File: src/rtl/mips32_issue_interlock.sv
`default_nettype none
// ============================================================================
// Module   : mips32_issue_interlock
// Purpose  : ID-stage issue gate for the 5-stage MIPS32 pipe (scoreboard
//            interlock, branch squash, HLT drain, issue/stall statistics).
// Revision : 1.0
// ============================================================================
module mips32_issue_interlock #(
    parameter int DEPTH = 3,
    parameter int CNT_W = 16
) (
    input  logic             clk1,
    input  logic             rst_n,
    input  logic             id_valid,
    input  logic [31:0]      id_instr,
    input  logic             branch_taken,
    output logic             issue,
    output logic             stall,
    output logic             flush,
    output logic             halted,
    output logic [DEPTH-1:0] inflight,
    output logic [CNT_W-1:0] issue_count,
    output logic [CNT_W-1:0] stall_count
);
    localparam logic [5:0] c_OP_ADD   = 6'b000000;
    localparam logic [5:0] c_OP_SUB   = 6'b000001;
    localparam logic [5:0] c_OP_AND   = 6'b000010;
    localparam logic [5:0] c_OP_OR    = 6'b000011;
    localparam logic [5:0] c_OP_SLT   = 6'b000100;
    localparam logic [5:0] c_OP_MUL   = 6'b000101;
    localparam logic [5:0] c_OP_LW    = 6'b001000;
    localparam logic [5:0] c_OP_SW    = 6'b001001;
    localparam logic [5:0] c_OP_ADDI  = 6'b001010;
    localparam logic [5:0] c_OP_SUBI  = 6'b001011;
    localparam logic [5:0] c_OP_SLTI  = 6'b001100;
    localparam logic [5:0] c_OP_BNEQZ = 6'b001101;
    localparam logic [5:0] c_OP_BEQZ  = 6'b001110;
    localparam logic [5:0] c_OP_HLT   = 6'b111111;
    localparam logic [CNT_W-1:0] c_CNT_ONE = {{(CNT_W-1){1'b0}}, 1'b1};
    localparam logic [CNT_W-1:0] c_CNT_MAX = {CNT_W{1'b1}};

    logic [5:0] w_opcode;
    logic [4:0] w_rs, w_rt, w_rd, w_dest;
    logic       w_use_rs, w_use_rt, w_has_dest, w_is_hlt, w_hazard;
    logic       w_unused_bits;

    assign w_opcode      = id_instr[31:26];
    assign w_rs          = id_instr[25:21];
    assign w_rt          = id_instr[20:16];
    assign w_rd          = id_instr[15:11];
    assign w_unused_bits = ^id_instr[10:0];

    always_comb begin
        w_use_rs   = 1'b0;
        w_use_rt   = 1'b0;
        w_has_dest = 1'b0;
        w_is_hlt   = 1'b0;
        w_dest     = w_rd;
        case (w_opcode)
            c_OP_ADD, c_OP_SUB, c_OP_AND, c_OP_OR, c_OP_SLT, c_OP_MUL: begin
                w_use_rs   = 1'b1;
                w_use_rt   = 1'b1;
                w_has_dest = 1'b1;
            end
            c_OP_ADDI, c_OP_SUBI, c_OP_SLTI, c_OP_LW: begin
                w_use_rs   = 1'b1;
                w_has_dest = 1'b1;
                w_dest     = w_rt;
            end
            c_OP_SW: begin
                w_use_rs = 1'b1;
                w_use_rt = 1'b1;
            end
            c_OP_BNEQZ, c_OP_BEQZ: w_use_rs = 1'b1;
            c_OP_HLT:              w_is_hlt = 1'b1;
            default: ;
        endcase
        // R0 is hard-wired, so it is never tracked as a producer
        if (w_dest == 5'd0) w_has_dest = 1'b0;
    end

    logic [DEPTH-1:0] valid_q, valid_d, hasd_q, hasd_d, w_hit;
    logic [4:0]       dest_q [DEPTH];
    logic [4:0]       dest_d [DEPTH];
    logic             halt_pending_q, halt_pending_d, halted_q, halted_d;
    logic [CNT_W-1:0] issue_count_q, issue_count_d, stall_count_q, stall_count_d;

    generate
        for (genvar gi = 0; gi < DEPTH; gi++) begin : g_hit
            assign w_hit[gi] = valid_q[gi] & hasd_q[gi] &
                ((w_use_rs & (w_rs != 5'd0) & (dest_q[gi] == w_rs)) |
                 (w_use_rt & (w_rt != 5'd0) & (dest_q[gi] == w_rt)));
        end
    endgenerate

    assign w_hazard    = |w_hit;
    assign issue       = id_valid & ~w_hazard & ~branch_taken & ~halt_pending_q & ~halted_q;
    assign stall       = id_valid & ~issue & ~branch_taken;
    assign flush       = id_valid & branch_taken;
    assign halted      = halted_q;
    assign inflight    = valid_q;
    assign issue_count = issue_count_q;
    assign stall_count = stall_count_q;

    always_comb begin
        valid_d[0] = issue;
        hasd_d[0]  = issue & w_has_dest;
        dest_d[0]  = w_dest;
        for (int i = 1; i < DEPTH; i++) begin
            valid_d[i] = valid_q[i-1];
            hasd_d[i]  = hasd_q[i-1];
            dest_d[i]  = dest_q[i-1];
        end

        halt_pending_d = halt_pending_q;
        halted_d       = halted_q;
        if (issue && w_is_hlt) begin
            halt_pending_d = 1'b1;
        end else if (halt_pending_q && (valid_d == '0)) begin
            // drain completes on the edge that shifts the last entry out
            halt_pending_d = 1'b0;
            halted_d       = 1'b1;
        end

        issue_count_d = issue_count_q;
        if (issue && (issue_count_q != c_CNT_MAX)) issue_count_d = issue_count_q + c_CNT_ONE;
        stall_count_d = stall_count_q;
        if (stall && (stall_count_q != c_CNT_MAX)) stall_count_d = stall_count_q + c_CNT_ONE;
    end

    always_ff @(posedge clk1 or negedge rst_n) begin
        if (!rst_n) begin
            valid_q        <= '0;
            hasd_q         <= '0;
            for (int i = 0; i < DEPTH; i++) dest_q[i] <= '0;
            halt_pending_q <= 1'b0;
            halted_q       <= 1'b0;
            issue_count_q  <= '0;
            stall_count_q  <= '0;
        end else begin
            valid_q        <= valid_d;
            hasd_q         <= hasd_d;
            for (int i = 0; i < DEPTH; i++) dest_q[i] <= dest_d[i];
            halt_pending_q <= halt_pending_d;
            halted_q       <= halted_d;
            issue_count_q  <= issue_count_d;
            stall_count_q  <= stall_count_d;
        end
    end
endmodule
`default_nettype wire

File: config.mk
export PLATFORM = sky130hd
export DESIGN_NAME = mips32_issue_interlock
export DESIGN_NICKNAME = d
export VERILOG_FILES = /design/src/rtl/mips32_issue_interlock.sv
export SDC_FILE = /design/constraint.sdc
export NUM_CORES = 1
export LEC_CHECK = 0
export BUFFER_PORTS_ARGS = -buffer_cell sky130_fd_sc_hd__buf_4
export CORE_UTILIZATION = 52
export DETAILED_ROUTE_END_ITERATION = 7
export PLACE_DENSITY = 0.85
export SLEW_MARGIN = 10
export SYNTH_ARGS = -nofsm -noshare
export SYNTH_HDL_FRONTEND = slang
export SYNTH_SLANG_ARGS = --single-unit
File: constraint.sdc
create_clock -name clk1 -period 2.55 [get_ports clk1]
set_input_delay 0 -clock clk1 [delete_from_list [all_inputs] [get_ports clk1]]
set_output_delay 0 -clock clk1 [all_outputs]
set_load 0.02 [all_outputs]
==> summary.md, run 1 <==
| Metric | Value |
|---|---|
| Status | finished clean |
| Synthesis-stage register bit count | 55 |
| Core ar. | about 5100 µm² |
| Clock Pin Slew Worst Setup and Hold Paths | roughly 0.090 ns |
| Slew @ Worst Pin | ~0.69 ns |
| N_diodes | 0 |
| Synthesized area | 2750 µm² |
| GRT Total Usage | between 20 and 25% |
| GPL Wtd Cong | approximately 0.9 |
| Critical Path RT | 2.55 ns |
| Min-Delay Path Class | input pin to flip-flop |
| Leading cell types in the layout, fill and taps excluded | 68 x buf_4, 55 x dfrtp_1, 30 x xor2_1 |
| Worst clock skew | roughly 0.0055 ns |
| Worst-path maximum fanout | 13 |
| DRT Pass-1 Iters | 4 |
| Relative slew slack | 54.2% |
| Fraction of layout cells with a size suffix above 1 | between 20% and 30% |
| Fin worst setup slack | 0.158 ns |
| Cells after synthesis | ~250 |
| Clk Latency, worst-skew pair | 0.31 ns |
| Post-synth EDFFs | 0 |
| Unique masters post-synth | 39 |
| Area grow syn2layout | 27.8% |
| Crit path largest cell delay | ~0.41 ns |
| Critical path class | flip-flop to primary output |
| Die Span Y | ~75 µm |
| WL final | roughly 6 mm |
| GR Overflow Total | 0 |
| DR DRC count | 0 |
| Syn avg cell area | between 10 and 15 µm² |
| Routed vias | roughly 2,100 |
| Worst slack at placement | 0.235 ns |
| Leakage power | approximately 1.6 nW |
| Max cap viols | 0 |
| Post-synth ARST share | 100% |
| Fin crit share | a little over nine tenths |
| Starting Density | between 50% and 60% |
| Post-synth top flop | dfrtp_1 |
| Port bufs | 63 |
| Clock sinks | 55 |
| Largest net degree at the start of global routing | 56 |
| TritonCTS Buffers | 5 |
| CP Launch Type | flip-flop |
| Final hold vios | 0 |
| DP Cell Count | 381 |
| Die area | about 5600 µm² |
| Syn nets | between 200 and 300 |
| Arrival time at the worst endpoint | roughly 2.4 ns |
| H-tree Lvls | 2 |
| Initial antenna violation count | 0 |
| Fin Hold WS | slightly above 0.01 ns |
| Seq/Total Area, Yosys | 50.0% |
| CP Cell Sequence | xor2_1 -> nor4_1 -> nand4_1 -> a31oi_2 -> a2111oi_4 -> buf_4 -> buf_4 -> buf_4 |
| Worst IR Drop VDD | 0.493 mV |
| Slew Limit Fails | 0 |
| Non-filler cells in the finished layout | 399 |
| Period minus WS final | approximately 2.4 ns |
| Layout net count | 366 |
| F_max | roughly 420 MHz |
| HPWL after DPL | about 4.3 mm |
| Die width | around 75 µm |
| CTS Root Cell | clkbuf_8 |
| Initial drt markers | between 100 and 150 |
| Clock Tree Buf Depth | 2 |
| Setup TNS | 0 ns |
| CTS tree | yes |
| Vias in the first global route | between 2,000 and 2,500 |
| First-pass GRT wire length | between 9 and 10 mm |
| Crit path max-delay cell type | dfrtp_1 |
| Unrepaired setup endpoints after global routing | false |
| Setup crit end kind | primary output |
| Placement row count | 26 |
| Syn. warnings | 0 |
| DRT antenna net count | 0 |
| Commonest non-fill, non-tap cell in the layout | buf_4 |
| Vias/cell | roughly 5.4 |
| Power Density | ~620 nW/µm² |
| Final setup vio count | 0 |
| Fillers | slightly above 400 |
| Num ports | 75 |
| Wire per inst | around 15 µm |
| Most common cell on crit path | buf_4 |
## what timing repair did
action	4_1_cts	5_1_grt
hold buffers	10	0
endpoints found under the hold margin	61	0
gates resized for setup	0	1
buffers inserted	0	0
setup endpoints to repair	0	2
## final timing paths
path                                               end  cells after the start  slack, ns           startpoint
setup / recovery                                 issue                      8       0.16  dest_q[3]$_DFF_PN0_
setup reg to reg            stall_count[1]$_DFFE_PN0P_                      7       0.22  dest_q[3]$_DFF_PN0_
hold reg to reg                    hasd_q[1]$_DFF_PN0_                      0       0.41  hasd_q[0]$_DFF_PN0_
hold / removal                     dest_d[6]$_DFF_PN0_                      2       0.01         id_instr[17]
min in group asynchronous   issue_count[9]$_DFFE_PN0P_                      2       0.27                rst_n
max in group asynchronous  stall_count[12]$_DFFE_PN0P_                      2       1.82                rst_n
## cells in the mapped netlist, types with 2 or more instances
master	instances	area (µm²)
a21oi_1	2	10.0
and3_1	9	56.3
and4_1	3	26.3
buf_2	3	15.0
dfrtp_1	55	1380
ha_1	2	25.0
mux2_2	8	90.1
nand2_1	11	41.3
nand2b_1	3	18.8
nand3_1	14	70.1
nand4_1	16	100
nor2_1	16	60.1
nor2b_1	3	18.8
nor3_1	13	65.1
nor4_1	6	37.5
nor4_2	3	37.5
o211ai_1	2	15.0
xnor2_1	28	245
xor2_1	30	263
## per-layer routing
layer  vias to the layer above  routed length [µm]  global-route usage, %
met2                        48                3110                   39.2
met4                         0                  72                   7.34
li1                       1042                   -                      -
met3                         6                 207                   4.82
met5                         -                   0                      0
met1                      1040                2590                   28.8
## critical path: cells and delay by family (launching register included)
kind / cells / cell delay (ns)
and+or+nand+nor: 2 / 0.59
buffers and inverters: 3 / 0.57
DFF: 1 / 0.41
AOI/OAI and AO/OA: 2 / 0.38
xor gates and xnor gates: 1 / 0.15
## through the flow
stage	power [W]	instance area [µm²]	util, %
final	0.00219	3520	68.9
after global routing	0.00231	3520	68.9
after CTS	0.00222	3510	68.8
after detailed placement	0.00173	3330	65.1
after global placement	0.00171	3330	65.1
after floorplan	0.00145	2750	-
## power breakdown
group          switching (W)  internal [W]
sequential          0.000136      0.000981
combinational       0.000314      0.000289
clock               0.000278      0.000194
## state kept, by name, indices dropped and copies added, names as in the netlist
signal	flops
dest_d	10
dest_q	5
halt_pending_q	1
halted	1
hasd_q	3
inflight	3
issue_count	16
stall_count	16
## logic make-up after synthesis
group | Yosys count | synth area share [%]
adders and majority gates | 2 | 0.909
xor gates and xnor gates | 58 | 18.4
muxes | 10 | 4.04
DFF | 55 | 50.0
AOI/OAI and AO/OA | 11 | 3.45
buffers and inverters | 5 | 1.09
and+or+nand+nor | 106 | 22.1
## cell type report
type / count / area [µm²] / share of cell area [%]
clock buffers: 5 / 68.8 / 1.96
repair buffers: 78 / 611 / 17.3
flip-flops and latches: 55 / 1380 / 39.1
multi-input cells: 187 / 1350 / 38.5
well taps: 70 / 87.6 / 2.49
clock inverters: 3 / 18.8 / 0.533
inverters: 1 / 3.75 / 0.107
No activity file was read; power rests on OpenSTA's default activity.
==> run 2, diff against run 1 <==
--- a/config.mk
+++ b/config.mk
@@ -8,6 +8,7 @@
 export BUFFER_PORTS_ARGS = -buffer_cell sky130_fd_sc_hd__buf_4
 export CORE_UTILIZATION = 52
 export DETAILED_ROUTE_END_ITERATION = 7
+export HOLD_SLACK_MARGIN = 0.12
 export PLACE_DENSITY = 0.85
 export SLEW_MARGIN = 10
 export SYNTH_ARGS = -nofsm -noshare
==> run 2 against run 1 <==
Fmax is essentially flat. Critical path depth is the same. Non-clock buffer count grew 4. Worst setup slack gained 0.00085 ns. Global-route usage grew 0.55 points. Final cell count grew 1.0%. Critical path type unchanged. Critical endpoint unchanged. Largest power group unchanged.
==> summary.md, run 2 (same netlist as run 1, synthesis figures left out) <==
| Metric | Value |
|---|---|
| Fin worst setup slack | 0.158 ns (+0.000849 ns) |
| Relative slew slack | 54.2% (about the same) |
| GR Overflow Total | 0 (unchanged) |
| Initial drt markers | 143 (+40%) |
| Fin Hold WS | 0.135 ns (+0.125 ns) |
| Routed wl met3 | 201 µm (-2.9%) |
| Slew @ Worst Pin | 0.686 ns (-0.000243 ns) |
| N_diodes | 0 (unchanged) |
| F_max | 418 MHz (about the same) |
| Clk Latency, worst-skew pair | 0.31 ns (about the same) |
| Min-Delay Path Class | input pin to flip-flop |
| Multi-input logic area | 1350 µm² (unchanged) |
| Worst clock skew | 0.00518 ns (-0.000318 ns) |
| Die width | 74.8 µm (unchanged) |
| Worst-path maximum fanout | 13 (unchanged) |
| Placement row count | 26 (unchanged) |
| Internal | 0.00147 W (+0.34%) |
| First-pass GRT wire length | 9.72 mm (+2.2%) |
| Starting Density | 53.9% (unchanged) |
| Sw Share | 33.2% (about the same) |
| CTS tree | yes |
| Initial antenna violation count | 0 (unchanged) |
| Period minus WS final | 2.39 ns (-0.000849 ns) |
| CP Cell Sequence | xor2_1 -> nor4_1 -> nand4_1 -> a31oi_2 -> a2111oi_4 -> buf_4 -> buf_4 -> buf_4 |
| Unrepaired setup endpoints after global routing | false |
| Storage cell area | 1380 µm² (unchanged) |
| Combinational Power Share | 27.8% (+0.3 points) |
| H-tree Lvls | 2 (unchanged) |
| Fin crit share | 93.8% (about the same) |
| Final setup vio count | 0 (unchanged) |
| Most common cell on crit path | buf_4 |
| Critical path class | flip-flop to primary output |
| Vias in the first global route | 2,099 (+0.82%) |
| Met2 WL post-DR | 3.16 mm (+1.7%) |
| Wire per inst | 15.1 µm (+0.95%) |
| Worst IR Drop VDD | 0.493 mV (about the same) |
| Commonest non-fill, non-tap cell in the layout | buf_4 |
| Fraction of layout cells with a size suffix above 1 | 27.9% (-0.34 points) |
| Setup bufs post-CTS | 0 (unchanged) |
| Layout net count | 370 (+1.1%) |
| Leakage power | 1.66 nW (+0.90%) |
| Core ar. | 5110 µm² (unchanged) |
| Largest net degree at the start of global routing | 56 (unchanged) |
| DRT Pass-1 Iters | 4 (unchanged) |
| Final core utilization | 69.7% (+0.78 points) |
| DRT antenna net count | 0 (unchanged) |
| Final hold vios | 0 (unchanged) |
| Num ports | 75 (unchanged) |
| GPL Wtd Cong | 0.896 (unchanged) |
| CTS Root Cell | clkbuf_8 |
| Routed vias | 2,178 (+2.0%) |
| Slew Limit Fails | 0 (unchanged) |
| Clock share of power | 21.4% (about the same) |
| Crit path largest cell delay | 0.41 ns (about the same) |
| HPWL after DPL | 4.34 mm (unchanged) |
| DR DRC count | 0 (unchanged) |
| Setup crit end kind | primary output |
| Max cap viols | 0 (unchanged) |
| Die area | 5590 µm² (unchanged) |
| CP Launch Type | flip-flop |
| Fillers | 407 (-1.7%) |
| Seq pwr share | 50.8% (about the same) |
| Status | finished clean |
| Wl on met1 | 2.65 mm (+2.3%) |
| Clock sinks | 55 (unchanged) |
| TritonCTS Buffers | 5 (unchanged) |
| GRT Total Usage | 23.4% (+0.55 points) |
| Vias/cell | 5.40 (+0.95%) |
| Sw Pwr | 0.000729 W (+0.19%) |
| WL final | 6.09 mm (+2.0%) |
| Max Used Layer | met4 |
| Port bufs | 63 (unchanged) |
| Worst slack at placement | 0.235 ns (unchanged) |
| Arrival time at the worst endpoint | 2.39 ns (about the same) |
| Area grow syn2layout | 29.3% |
| Power Density | 617 nW/µm² (-0.84%) |
| Critical Path RT | 2.55 ns (about the same) |
| Setup TNS | 0 ns (unchanged) |
| Clock Tree Buf Depth | 2 (unchanged) |
| Crit path max-delay cell type | dfrtp_1 |
| Clock Pin Slew Worst Setup and Hold Paths | 0.09 ns (about the same) |
| Die Span Y | 74.8 µm (unchanged) |
| Leading cell types in the layout, fill and taps excluded | 68 x buf_4, 55 x dfrtp_1, 30 x xor2_1 |
==> run 2: cell types whose count changed in the layout (fill, tap and decap cells not counted), sizes merged <==
cell         before  now
dlygate4sd3      10   14
==> run 2: power by group through the flow <==
stage / sequential [W] / clock [W] / combinational, W
after global routing: 0.00114 / 0.000515 / 0.000666
after CTS: 0.00112 / 0.000487 / 0.000617
final: 0.00112 / 0.000470 / 0.000611
after detailed placement: 0.00113 / 0 / 0.000597
after global placement: 0.00113 / 0 / 0.000580
after floorplan: 0.00122 / 0 / 0.000225
==> run 2: stage by stage <==
| step | power [W] | std cells | cell area [µm²] |
|---|---|---|---|
| after floorplan | 0.00145 | 247 | 2750 |
| after global placement | 0.00171 | 381 | 3330 |
| after detailed placement | 0.00173 | 381 | 3330 |
| after CTS | 0.00222 | 403 | 3550 |
| after global routing | 0.00232 | 403 | 3560 |
| final | 0.00220 | 403 | 3560 |
==> run 2: final timing paths <==
path / from / slack [ns] / depth (start not counted) / end
worst max-delay path: dest_q[3]$_DFF_PN0_ / 0.16 / 8 / issue
worst min-delay path: branch_taken / 0.14 / 5 / stall_count[2]$_DFFE_PN0P_
worst max register to register: dest_q[3]$_DFF_PN0_ / 0.22 / 7 / stall_count[1]$_DFFE_PN0P_
worst min register to register: hasd_q[1]$_DFF_PN0_ / 0.41 / 0 / hasd_q[2]$_DFF_PN0_
max in group asynchronous: rst_n / 1.82 / 2 / stall_count[12]$_DFFE_PN0P_
min in group asynchronous: rst_n / 0.27 / 2 / issue_count[9]$_DFFE_PN0P_
==> run 2: layout make-up <==
| type | instances | area share [%] |
|---|---|---|
| clock inverters | 3 | 0.527 |
| inverters | 1 | 0.105 |
| flip-flops and latches | 55 | 38.7 |
| multi-input cells | 187 | 38.0 |
| repair buffers | 82 | 18.3 |
| clock buffers | 5 | 1.93 |
| well taps | 70 | 2.46 |
==> run 2: timing repair <==
action | 4_1_cts | 5_1_grt
resized for setup | 0 | 1
hold endpoints to repair | 62 | 0
endpoints found under the setup margin | 0 | 2
hold buffers | 14 | 0
==> run 2: worst max-delay path, delay by kind of cell (launching register included) <==
kind                   cells  cell delay [ns]
flip-flops                 1             0.41
AND/OR/NAND/NOR            2             0.58
buffers and inverters      3             0.57
AO/OA/AOI/OAI              2             0.38
XOR/XNOR                   1             0.15
==> run 2: per-layer routing <==
layer  global-route usage, %  vias to the layer above
met5                       0                        -
met4                    6.29                        0
met3                    4.55                        8
met2                    40.7                       50
met1                    29.8                     1069
li1                        -                     1051
==> run 3, diff against run 2 <==
==> constraint.sdc (replaced) <==
create_clock -name clk1 -period 2.7 [get_ports clk1]
set_input_delay 0 -clock clk1 [delete_from_list [all_inputs] [get_ports clk1]]
set_output_delay 0 -clock clk1 [all_outputs]
set_load 0.02 [all_outputs]
==> run 3 against run 2 <==
Routed wire length grew 0.49%. Power shrank 0.20%. Utilization grew 1.2 points. First-iteration DRC count grew 7.7%. Register-to-register slack is essentially flat. Design area grew 1.7%. Critical endpoint is now halt_pending_q$_DFFE_PN0P_.
==> summary.md, run 3 (same netlist as run 1, synthesis figures left out) <==
| Metric | Value |
|---|---|
| Status | finished clean |
| Clock sinks | 55 (unchanged) |
| Worst slack at placement | 0.329 ns (+0.0940 ns) |
| Vias/cell | 5.46 (+1.0%) |
| GPL Wtd Cong | 0.836 (-6.8%) |
| Die width | 74.8 µm (unchanged) |
| Max cap viols | 0 (unchanged) |
| F_max | around 400 MHz |
| Largest net degree at the start of global routing | 56 (unchanged) |
| DRT antenna net count | 0 (unchanged) |
| Setup crit end kind | flip-flop |
| Layout net count | 371 (+0.27%) |
| Die area | 5590 µm² (unchanged) |
| Die Span Y | 74.8 µm (unchanged) |
| Unrepaired setup endpoints after global routing | false |
| Clock Pin Slew Worst Setup and Hold Paths | 0.10 ns (about the same) |
| Power Density | 606 nW/µm² (-1.9%) |
| GR Overflow Total | 0 (unchanged) |
| Initial antenna violation count | 0 (unchanged) |
| Clk Latency, worst-skew pair | 0.31 ns (about the same) |
| Fraction of layout cells with a size suffix above 1 | 28.7% (+0.81 points) |
| Vias in the first global route | 2,098 (-0.048%) |
| HPWL after DPL | 4.33 mm (-0.18%) |
| H-tree Lvls | 2 (unchanged) |
| Final setup vio count | 0 (unchanged) |
| Final hold vios | 0 (unchanged) |
| GRT Total Usage | 23.2% (-0.12 points) |
| Setup bufs post-CTS | 0 (unchanged) |
| Slew @ Worst Pin | 0.694 ns (+0.00793 ns) |
| CP Launch Type | flip-flop |
| Fillers | 375 (-7.9%) |
| Commonest non-fill, non-tap cell in the layout | buf_4 |
| Critical path class | flip-flop to flip-flop |
| Slew Limit Fails | 0 (unchanged) |
| Leading cell types in the layout, fill and taps excluded | 67 x buf_4, 55 x dfrtp_1, 30 x xor2_1 |
| N_diodes | 0 (unchanged) |
| Storage cell area | 1380 µm² (unchanged) |
| Wire per inst | 15.2 µm (+0.24%) |
| Fin worst setup slack | 0.206 ns (+0.0473 ns) |
| Worst-path maximum fanout | 21 (+8) |
| Leakage power | 1.67 nW (+0.62%) |
| Period minus WS final | around 2.5 ns |
| Worst clock skew | 0.0142 ns (+0.00905 ns) |
| Placement row count | 26 (unchanged) |
| DRT Pass-1 Iters | 4 (unchanged) |
| Multi-input logic area | 1370 µm² (+1.4%) |
| CTS tree | yes |
| Area grow syn2layout | 31.4% |
| Port bufs | 63 (unchanged) |
| Starting Density | 53.9% (unchanged) |
| Worst r2r src | dest_d[9]$_DFF_PN0_ |
| Critical Path RT | 2.91 ns (+0.36 ns) |
| Relative slew slack | 53.7% (-0.53 points) |
| Min-Delay Path Class | input pin to flip-flop |
| WL final | 6.12 mm (+0.49%) |
| Core ar. | 5110 µm² (unchanged) |
| Fin crit share | just over 90% |
| CTS Root Cell | clkbuf_8 |
| Num ports | 75 (unchanged) |
| Hold path startpoint | branch_taken |
| Clock Tree Buf Depth | 2 (unchanged) |
| Crit path from | dest_d[9]$_DFF_PN0_ |
| Routed vias | 2,206 (+1.3%) |
| Setup TNS | 0 ns (unchanged) |
| Initial drt markers | 154 (+7.7%) |
| DR DRC count | 0 (unchanged) |
| Arrival time at the worst endpoint | 2.70 ns (+0.31 ns) |
| TritonCTS Buffers | 5 (unchanged) |
| Worst IR Drop VDD | 0.491 mV (-0.46%) |
| First-pass GRT wire length | 9.70 mm (-0.14%) |
-- run 3: cell types whose count changed in the layout (fill, tap and decap cells not counted) --
cell           change
dlygate4sd3_1      +1
nor4_2             +3
bufinv_16          +1
clkinvlp_4         +1
nor4_1             -3
clkinv_2           -2
buf_6              +1
buf_4              -1
-- run 3: final cells by class --
| class | instances | share of cell area [%] |
|---|---|---|
| timing repair buffer | 83 | 18.4 |
| tap | 70 | 2.42 |
| multi-input combinational | 187 | 37.9 |
| clock buffer | 5 | 1.90 |
| sequential | 55 | 38.0 |
| inverter | 1 | 0.104 |
| clock inverter | 3 | 1.28 |
-- run 3: power breakdown --
group | leakage (nW) | internal (W) | switching [W] | total [W]
Sequential | 0.711 | 0.000926 | 0.000129 | 0.00106
Clock | 0.0548 | 0.000280 | 0.000272 | 0.000551
Combinational | 0.903 | 0.000279 | 0.000307 | 0.000587
-- run 3: path summary, 6_finish.rpt --
kind	to	cells past startpoint	slack, ns
max	halt_pending_q$_DFFE_PN0P_	9	0.21
max reg2reg	halt_pending_q$_DFFE_PN0P_	9	0.21
max in group asynchronous	stall_count[15]$_DFFE_PN0P_	2	1.96
min	stall_count[2]$_DFFE_PN0P_	5	0.14
min reg2reg	hasd_q[1]$_DFF_PN0_	0	0.41
min in group asynchronous	issue_count[8]$_DFFE_PN0P_	2	0.26
-- run 3: worst max-delay path, stage by stage, from the launching register on --
cell,delay [ns]
dfrtp_1,0.43
xor2_1,0.18
nor4_2,0.31
nand4_1,0.15
a31oi_2,0.25
a2111oi_4,0.08
buf_6,0.20
a41oi_1,0.19
dlygate4sd3_1,0.56
nor2_1,0.04
-- run 3: stage by stage --
| stage | total power, W | cell area (µm²) | utilization, % | instances | hold WS, ns |
|---|---|---|---|---|---|
| 2_1_floorplan | 0.00137 | 2750 | - | 247 | -0.296 |
| 3_3_place_gp | 0.00161 | 3330 | 65.1 | 381 | 0.0836 |
| 3_5_place_dp | 0.00163 | 3330 | 65.1 | 381 | 0.0866 |
| 4_1_cts | 0.00220 | 3590 | 70.3 | 404 | 0.125 |
| 5_1_grt | 0.00232 | 3620 | 70.9 | 404 | 0.148 |
| 6_report | 0.00219 | 3620 | 70.9 | 404 | 0.137 |
-- run 3: layer usage --
metal / up-vias / global-route usage [%] / wire (µm)
met2: 63 / 38.4 / 3150
met4: 0 / 6.92 / 91
met5: - / 0 / 0
li1: 1047 / - / -
met3: 11 / 4.82 / 233
met1: 1085 / 31.0 / 2650
-- run 3: repair_timing --
item                                    in CTS  in global routing
endpoints found under the setup margin       0                  1
hold buffers                                15                  0
hold endpoints to repair                    62                  0
resized for setup                            0                  5
